### config.mk
export PLATFORM = sky130hd
export DESIGN_NAME = mod_mul_unit_flat
export DESIGN_NICKNAME = d
export VERILOG_FILES = /design/src/rtl/asip_pkg.sv /design/src/rtl/mod_mul_unit_if.sv /design/src/rtl/mod_mul_step.sv /design/src/rtl/mod_mul_unit.sv /design/src/flat_wrapper.sv
export SDC_FILE = /design/constraint.sdc
export NUM_CORES = 1
export LEC_CHECK = 0
export ABC_AREA = 1
export CORE_MARGIN = 5
export CORE_UTILIZATION = 60
export DETAILED_ROUTE_END_ITERATION = 12
export PLACE_DENSITY = 0.92
export SETUP_SLACK_MARGIN = 0.4
export SYNTH_ARGS = -nofsm -noshare
export SYNTH_HDL_FRONTEND = slang
export SYNTH_HIERARCHICAL = 1
export SYNTH_SLANG_ARGS = --single-unit
### constraint.sdc
create_clock -name clock -period 9.84 [get_ports clock]
set_clock_uncertainty 0.15 [all_clocks]
set_input_delay 1.968 -clock clock [delete_from_list [all_inputs] [get_ports clock]]
set_output_delay 1.968 -clock clock [all_outputs]
set_load 0.005 [all_outputs]
### src/rtl/asip_pkg.sv
// asip_pkg: shared ASIP types and constants for the execute-stage units
package asip_pkg;
    localparam int MODMUL_N = 32;
    localparam int MODMUL_LATENCY = MODMUL_N + 1;
    typedef enum logic [1:0] {IDLE, CALC, DONE} modmul_state_t;
    typedef enum logic [3:0] {
        ALU_ADD, ALU_SUB, ALU_AND, ALU_OR, ALU_XOR, ALU_SLL, ALU_SRL, ALU_MODMUL
    } alu_sel_t;
endpackage

### src/rtl/mod_mul_unit_if.sv
// mod_mul_unit_if: operand/result and pipeline-control bundle of the modular multiplier
interface mod_mul_unit_if #(
    parameter int N = 32
);
    logic         start;
    logic         flush;
    logic [N-1:0] op_a;
    logic [N-1:0] op_b;
    logic [N-1:0] modulus;
    logic         busy;
    logic         stall;
    logic         done;
    logic         err;
    logic [N-1:0] result;
    modport master (
        output start, flush, op_a, op_b, modulus,
        input  busy, stall, done, err, result
    );
    modport slave (
        input  start, flush, op_a, op_b, modulus,
        output busy, stall, done, err, result
    );
endinterface

### src/rtl/mod_mul_step.sv
// mod_mul_step: one Blakley iteration, r_o = (2*r_i + (bit_i ? b_i : 0)) mod n_i, given r_i < n_i
module mod_mul_step #(
    parameter int N = 32
) (
    input  logic [N+1:0] r_i,
    input  logic         bit_i,
    input  logic [N-1:0] b_i,
    input  logic [N-1:0] n_i,
    output logic [N+1:0] r_o
);
    logic [N+1:0] n_w, sum, sub1;
    assign n_w  = {2'b00, n_i};
    // 2R + b < 3n, so two conditional subtractions restore R < n
    assign sum  = (r_i << 1) + (bit_i ? {2'b00, b_i} : '0);
    assign sub1 = sum >= n_w ? sum - n_w : sum;
    assign r_o  = sub1 >= n_w ? sub1 - n_w : sub1;
endmodule

### src/rtl/mod_mul_unit.sv
// mod_mul_unit: multi-cycle (a*b) mod n, MSB-first interleaved shift-add, stalls the pipe until done
module mod_mul_unit import asip_pkg::*; #(
    parameter int N = MODMUL_N
) (
    input logic           clock,
    input logic           reset,
    mod_mul_unit_if.slave bus
);
    localparam int CW = $clog2(N);
    modmul_state_t state_q, state_d;
    logic [CW-1:0] cnt_q, cnt_d;
    logic [N-1:0]  a_q, a_d, b_q, b_d, n_q, n_d, result_q, result_d;
    logic [N+1:0]  r_q, r_d, step_r;
    logic          err_q, err_d, range_err;
    mod_mul_step #(.N(N)) u_step (
        .r_i   (r_q),
        .bit_i (a_q[cnt_q]),
        .b_i   (b_q),
        .n_i   (n_q),
        .r_o   (step_r)
    );
    assign range_err = bus.modulus == '0 || bus.op_a >= bus.modulus || bus.op_b >= bus.modulus;
    always_comb begin
        state_d  = state_q;
        cnt_d    = cnt_q;
        a_d      = a_q;
        b_d      = b_q;
        n_d      = n_q;
        r_d      = r_q;
        err_d    = err_q;
        result_d = result_q;
        if (bus.flush) begin
            state_d = IDLE;
        end else begin
            unique case (state_q)
                IDLE: if (bus.start) begin
                    a_d     = bus.op_a;
                    b_d     = bus.op_b;
                    n_d     = bus.modulus;
                    r_d     = '0;
                    cnt_d   = CW'(N - 1);
                    err_d   = range_err;
                    state_d = range_err ? DONE : CALC;
                    if (range_err) result_d = '0;
                end
                CALC: begin
                    r_d   = step_r;
                    cnt_d = cnt_q - 1'b1;
                    if (cnt_q == '0) begin
                        result_d = step_r[N-1:0];
                        state_d  = DONE;
                    end
                end
                DONE:    state_d = IDLE;
                default: state_d = IDLE;
            endcase
        end
    end
    always_ff @(posedge clock) begin
        if (reset) begin
            state_q  <= IDLE;
            cnt_q    <= '0;
            a_q      <= '0;
            b_q      <= '0;
            n_q      <= '0;
            r_q      <= '0;
            err_q    <= 1'b0;
            result_q <= '0;
        end else begin
            state_q  <= state_d;
            cnt_q    <= cnt_d;
            a_q      <= a_d;
            b_q      <= b_d;
            n_q      <= n_d;
            r_q      <= r_d;
            err_q    <= err_d;
            result_q <= result_d;
        end
    end
    assign bus.busy   = state_q == CALC;
    assign bus.done   = state_q == DONE;
    assign bus.err    = state_q == DONE && err_q;
    assign bus.stall  = (state_q == IDLE && bus.start && !bus.flush) || state_q == CALC;
    assign bus.result = result_q;
endmodule

### src/flat_wrapper.sv
// flat-port wrapper written by rule: the top's interface ports become plain ports
module mod_mul_unit_flat import asip_pkg::*;
#(
    parameter int N = MODMUL_N
)
  (clock, reset, bus_start, bus_flush, bus_op_a, bus_op_b, bus_modulus, bus_busy, bus_stall, bus_done, bus_err, bus_result);
  mod_mul_unit_if #(.N(N)) bus_i ();
  input logic clock;
  input logic reset;
  input wire logic [$bits(bus_i.start)-1:0] bus_start;
  input wire logic [$bits(bus_i.flush)-1:0] bus_flush;
  input wire logic [$bits(bus_i.op_a)-1:0] bus_op_a;
  input wire logic [$bits(bus_i.op_b)-1:0] bus_op_b;
  input wire logic [$bits(bus_i.modulus)-1:0] bus_modulus;
  output wire logic [$bits(bus_i.busy)-1:0] bus_busy;
  output wire logic [$bits(bus_i.stall)-1:0] bus_stall;
  output wire logic [$bits(bus_i.done)-1:0] bus_done;
  output wire logic [$bits(bus_i.err)-1:0] bus_err;
  output wire logic [$bits(bus_i.result)-1:0] bus_result;
  assign bus_i.start = bus_start;
  assign bus_i.flush = bus_flush;
  assign bus_i.op_a = bus_op_a;
  assign bus_i.op_b = bus_op_b;
  assign bus_i.modulus = bus_modulus;
  assign bus_busy = bus_i.busy;
  assign bus_stall = bus_i.stall;
  assign bus_done = bus_i.done;
  assign bus_err = bus_i.err;
  assign bus_result = bus_i.result;
  mod_mul_unit #(.N(N)) u_core (.clock(clock), .reset(reset), .bus(bus_i));
endmodule
=== After elaboration in Yosys (flattened, before gate mapping) ===
Cells that the tools add are included.
W data, S select, Z words.

* Bits in registers: 169
* Input port bits: 100
* Output and inout bits: 36

* Add/subtract/negate cells: 4
* $lt $le $gt $ge: 5
* Equality and inequality tests: 5
* Muxes and demuxes: 17
* Bitwise gates (word level): 1
* Reductions and logical operators: 16

{| class="wikitable"
|+ Operators with widths
! kind !! count
|-
| $mux W32 || 4
|-
| $ge A34 B32 Y1 || 2
|-
| $mux W33 || 2
|-
| $pmux W33 S2 || 1
|-
| $ge A32 B32 Y1 || 2
|-
| $pmux W32 S2 || 1
|-
| $add A34 B32 Y34 || 1
|-
| $mux W34 || 1
|-
| $sub A34 B32 Y34 || 1
|-
| $sub A33 B32 Y33 || 1
|-
| $logic_not A32 Y1 || 1
|-
| $pmux W5 S2 || 1
|-
| $lt A5 B6 Y1 const B || 1
|-
| $mux W2 || 3
|-
| $reduce_and A3 Y1 || 2
|-
| $bmux W1 S5 || 1
|-
| $logic_not A5 Y1 || 1
|-
| $mux W5 || 1
|-
| $reduce_and A5 Y1 || 1
|-
| $sub A5 B1 Y5 const B || 1
|-
| $ne A2 B1 Y1 const B || 2
|-
| $pmux W2 S2 || 1
|-
| $logic_and A1 B1 Y1 || 3
|-
| $logic_or A1 B1 Y1 || 3
|-
| 10 further kinds || 10
|}

=== Longest topological paths before layout ===
* Depth in word-level cells: 10
* Gate-level depth with buffers: 64
* Depth with buffers taken out: 58

=== By module ===
Netlist, hierarchy kept.

{| class="wikitable"
|+ By module, submodules not included
! module !! instances !! cells each !! area an instance (um^2) !! sequential area each (um^2)
|-
| mod_mul_unit || 1 || 1,118 || 8,124.0 || 3,403.3
|-
| mod_mul_step || 1 || 1,414 || 7,443.4 || 0.0
|}

=== Least setup slack after synthesis ===
No wires, ideal clock.

* Path kind: reg2reg
* From: register u_core.cnt_q[0]
* To: register u_core.result_q[13], in the netlist u_core/bus.result[13]
* Library setup time: 0.115 ns
* Data arrival time: 7.209 ns
* Required time: 9.575 ns
* Slack: 2.366 ns
* Stages on the path, launching flop included: 62
* Period minus slack after synthesis: 7.474 ns
* Cells stage by stage: dfxtp_1 -> buf_2 -> clkinv_1 -> clkbuf_1 -> nor2_1 -> o221ai_1 -> nand3_1 -> nand4_1 -> o21ai_0 -> inv_1 -> clkbuf_1 -> nand2_1 -> inv_1 -> ha_1 -> inv_1 -> fa_1 -> inv_1 -> nand2_1 -> (+26 left out) -> nand2_1 -> a21oi_1 -> o21ai_0 -> nand4_1 -> nand2_1 -> nand2_1 -> nand2_1 -> inv_1 -> nand2_1 -> inv_2 -> nand3_4 -> buf_4 -> nand2_1 -> nand2_1 -> nand2_1 -> nand3_1 -> nand2_1 -> nor2_1

* Cells in the longest elaborated chain, start to end: 10
* Elaborated cells on any way between the ends: 15
* Those cells by class: add/sub: 3; order compare: 2; eq/ne: 1; mux: 7; reduce/logical: 2

{| class="wikitable"
|+ RTL lines
! what !! RTL line !! RTL
|-
| start: declaration || mod_mul_unit.sv:11 || <nowiki>logic [CW-1:0] cnt_q, cnt_d;</nowiki>
|-
| start signal: assignment || mod_mul_unit.sv:71 || <nowiki>cnt_q <= cnt_d;</nowiki>
|-
| $bmux W1 S5 * || mod_mul_unit.sv:17 || <nowiki>.bit_i (a_q[cnt_q]),</nowiki>
|-
| $mux W1 (implied by the code) * || mod_mul_unit.sv:17 ||
|-
| $mux W32 * || mod_mul_step.sv:14 || <nowiki>assign sum = (r_i << 1) + (bit_i ? {2'b00, b_i} : '0);</nowiki>
|-
| $add A34 B32 Y34 * || mod_mul_step.sv:14 ||
|-
| $sub A34 B32 Y34 or $ge A34 B32 Y1 (tied branches) || mod_mul_step.sv:15 || <nowiki>assign sub1 = sum >= n_w ? sum - n_w : sum;</nowiki>
|-
| $mux W34 * || mod_mul_step.sv:15 ||
|-
| $sub A33 B32 Y33 or $ge A34 B32 Y1 (tied branches) || mod_mul_step.sv:16 || <nowiki>assign r_o = sub1 >= n_w ? sub1 - n_w : sub1;</nowiki>
|-
| $mux W33 * || mod_mul_step.sv:16 ||
|-
| net u_core.step_r[13] || mod_mul_unit.sv:13 || <nowiki>logic [N+1:0] r_q, r_d, step_r;</nowiki>
|-
| $mux W32 * || mod_mul_unit.sv:49 || <nowiki>if (cnt_q == '0) begin</nowiki>
|-
| $pmux W32 S2 * || mod_mul_unit.sv:35 || <nowiki>unique case (state_q)</nowiki>
|-
| end signal: assignment || mod_mul_unit.sv:77 || <nowiki>result_q <= result_d;</nowiki>
|-
| end: declaration || mod_mul_unit.sv:12 || <nowiki>logic [N-1:0] a_q, a_d, b_q, b_d, n_q, n_d, result_q, result_d;</nowiki>
|}

The timed path passes the listed nets; every way through them passes the cells marked *. The select of a mux whose other input is x is not followed.
A chain may end at the register's enable or synchronous reset.

=== Worst setup path in the final report ===
* From: register u_core.cnt_q[0]
* To: register u_core.result_q[29], in the netlist u_core/bus.result[29]

The elaborated chain is that of the path after synthesis.

==> results.json <==
{
  "worstHoldStart": "u_core/bus.result[14]$_SDFFE_PP0P_",
  "avgViaCountPerCell": 5.964,
  "cts_buffers": 17,
  "grt_pass1_wl_um": 86800,
  "grt_pass1_vias": 16700,
  "synthCells": 2521,
  "ir_drop_uv": 182.3,
  "relSlewSlack": 0.1551,
  "syn_area_sq_mm": 0.01550,
  "r2r_start": "u_core/cnt_q[0]$_SDFFE_PP0P_",
  "fmax_mhz": 113.9,
  "cp.required_ps": 10070,
  "rsz0062_at_grt": "false",
  "grt_overflow_total": 0,
  "dp_hpwl_um": 44530,
  "period_share": 0.8925,
  "startpoint_type": "flip-flop",
  "clkSinkCount": 169,
  "worstMarginPinSlew_ps": 1263,
  "setup_viol": 0,
  "drt_iter0_markers": 2115,
  "cp_common_cell": "nand2_1",
  "drv_cap": 0,
  "drt-pass1-iter-count": 8,
  "antenna_found_initial": 0,
  "power_mw": 4.502,
  "htree_levels": 4,
  "critical-path-max-stage-delay_ps": 430,
  "n_antenna_cell": 0,
  "die_height_um": 170.7,
  "routedWlPerCell_um": 18.76,
  "critPathSlowestCell": "o21ai_0",
  "grt_usage": 0.3738,
  "path_class": "reg -> reg",
  "hold_viol": 0,
  "worst_setup_path_end_kind": "flip-flop",
  "io_buffers": 135,
  "whs_path_depth": 2,
  "chipWidth_um": 170.7,
  "layout-drive-gt1-share": 0.04267,
  "setup_tns_ps": 0,
  "place_congestion": 1.114,
  "insertion_delay_ps": 450,
  "reg2reg_to": "u_core/bus.result[29]$_SDFFE_PP0P_",
  "grt_max_degree": 142,
  "hold_path.class": "reg -> reg",
  "routed_wl_um": 55440,
  "postSynthAreaPerCell_sq_um": 6.150,
  "rows": 58,
  "synth_nets": 2785,
  "drv_slew": 0,
  "num_vias": 17620,
  "cts_max_path_buffers": 2,
  "regToRegSetupSlack_ps": 1060,
  "core-area_sq_mm": 0.02533,
  "ctsHoldBuffers": 0,
  "ant_nets": 0,
  "synthToLayoutAreaGrowth_pct": 14.24,
  "cts_root_buf": "clkbuf_16",
  "cts_tree": "yes",
  "io_pins": 136,
  "drc_errors": 0,
  "power.density_mw_per_mm2": 254.2,
  "cp_max_fo": 32,
  "nets": 2876,
  "cellLeakagePower_nw": 8.985,
  "reg2regPathDepth": 52,
  "clk_pin_slew_ps": 90,
  "status": "complete, no violations",
  "nFillCells": 2234,
  "worstPathArrival_ps": 9010,
  "initial_utilization": 0.6121,
  "yosysWarnings": 6,
  "die_area_sq_mm": 0.02915,
  "period_needed_ps": 8782,
  "min_to": "u_core/bus.result[14]$_SDFFE_PP0P_"
}
==> critical path, delay by kind of cell, from the launching register on <==
| family | cells | cell delay (ps) |
|---|---|---|
| adders and majority gates | 4 | 1340 |
| DFF | 1 | 390 |
| and+or+nand+nor | 30 | 3110 |
| buffers and inverters | 8 | 1070 |
| AOI/OAI and AO/OA | 9 | 2250 |
| xor gates and xnor gates | 1 | 360 |
==> layout make-up <==
| type | instances | area (sq um) | area share |
|---|---|---|---|
| Sequential cell | 169 | 3383 | 0.1910 |
| Timing Repair Buffer | 161 | 1572 | 0.08873 |
| Multi-Input combinational cell | 1946 | 10490 | 0.5923 |
| Tap cell | 330 | 412.9 | 0.02331 |
| Inverter | 317 | 1206 | 0.06810 |
| Clock inverter | 15 | 221.5 | 0.01250 |
| Clock buffer | 17 | 425.4 | 0.02402 |
==> metrics by stage <==
| stage | util | std cells | cell area (sq um) | hold WS, ps | setup slack (ps) |
|---|---|---|---|---|---|
| floorplan | - | 2521 | 15500 | 301.6 | 2385 |
| global placement | 0.6719 | 2921 | 17020 | 310.5 | 1508 |
| detailed placement | 0.6719 | 2921 | 17020 | 319.7 | 1186 |
| CTS | 0.6975 | 2953 | 17660 | 338.0 | 1161 |
| global route | 0.6993 | 2955 | 17710 | 346.1 | 404.1 |
| finish | 0.6993 | 2955 | 17710 | 334.4 | 1058 |
==> placed cells by master, fill, tap and decap left out, types with 7 or more instances in the layout <==
cell type / instances
clkdlybuf4s50_1: 135
nor2_1: 344
xor2_1: 50
a21oi_1: 223
o21ai_2: 12
inv_1: 307
o21ai_0: 203
nand3_1: 103
ha_1: 161
clkbuf_16: 17
nor3_1: 20
o21bai_1: 19
buf_4: 24
dfxtp_1: 169
a31oi_1: 11
a21o_1: 11
xnor2_1: 24
nand4_1: 51
a21boi_0: 7
nand2_1: 629
nand2_2: 14
==> timing repair <==
item / 4_1_cts / 5_1_grt
hold endpoints to repair: 0 / 0
setup buffers: 0 / 1
setup endpoints to repair: 0 / 65
gates resized for setup: 0 / 5
==> power breakdown <==
part           internal (mW)  switching (mW)  total [mW]
sequential             0.739          0.0448       0.784
clock                  0.359           0.378       0.738
combinational           1.03            1.95        2.98
==> flip-flops by register name, summed over array words and instances, names as in the netlist <==
signal	cells
u_core/r_q	33
u_core/a_q	32
u_core/bus.result	32
u_core/cnt_q	5
u_core/b_q	32
u_core/state_q	2
u_core/err_q	1
u_core/n_q	32
==> worst max-delay path by stage <==
stage | startpoint | to | slack (ps) | cells after the start
3_3_place_gp | u_core/cnt_q[0]$_SDFFE_PP0P_ | u_core/bus.result[30]$_SDFFE_PP0P_ | 1510 | 55
2_1_floorplan | u_core/cnt_q[0]$_SDFFE_PP0P_ | u_core/bus.result[13]$_SDFFE_PP0P_ | 2390 | 61
5_1_grt | u_core/cnt_q[0]$_SDFFE_PP0P_ | u_core/bus.result[30]$_SDFFE_PP0P_ | 400 | 58
4_1_cts | u_core/cnt_q[0]$_SDFFE_PP0P_ | u_core/bus.result[30]$_SDFFE_PP0P_ | 1160 | 52
6_report | u_core/cnt_q[0]$_SDFFE_PP0P_ | u_core/bus.result[29]$_SDFFE_PP0P_ | 1060 | 52
3_5_place_dp | u_core/cnt_q[0]$_SDFFE_PP0P_ | u_core/bus.result[30]$_SDFFE_PP0P_ | 1190 | 52
==> metal layers <==
| metal | vias to the layer above | global-route usage | share of wire |
|---|---|---|---|
| met1 | 8020 | 0.4923 | 0.42 |
| met4 | 0 | 0.1503 | 0.044 |
| met5 | - | 0 | 0 |
| met2 | 996 | 0.6159 | 0.45 |
| li1 | 8416 | - | - |
| met3 | 191 | 0.05661 | 0.094 |
(Power assumes the default switching activity.)
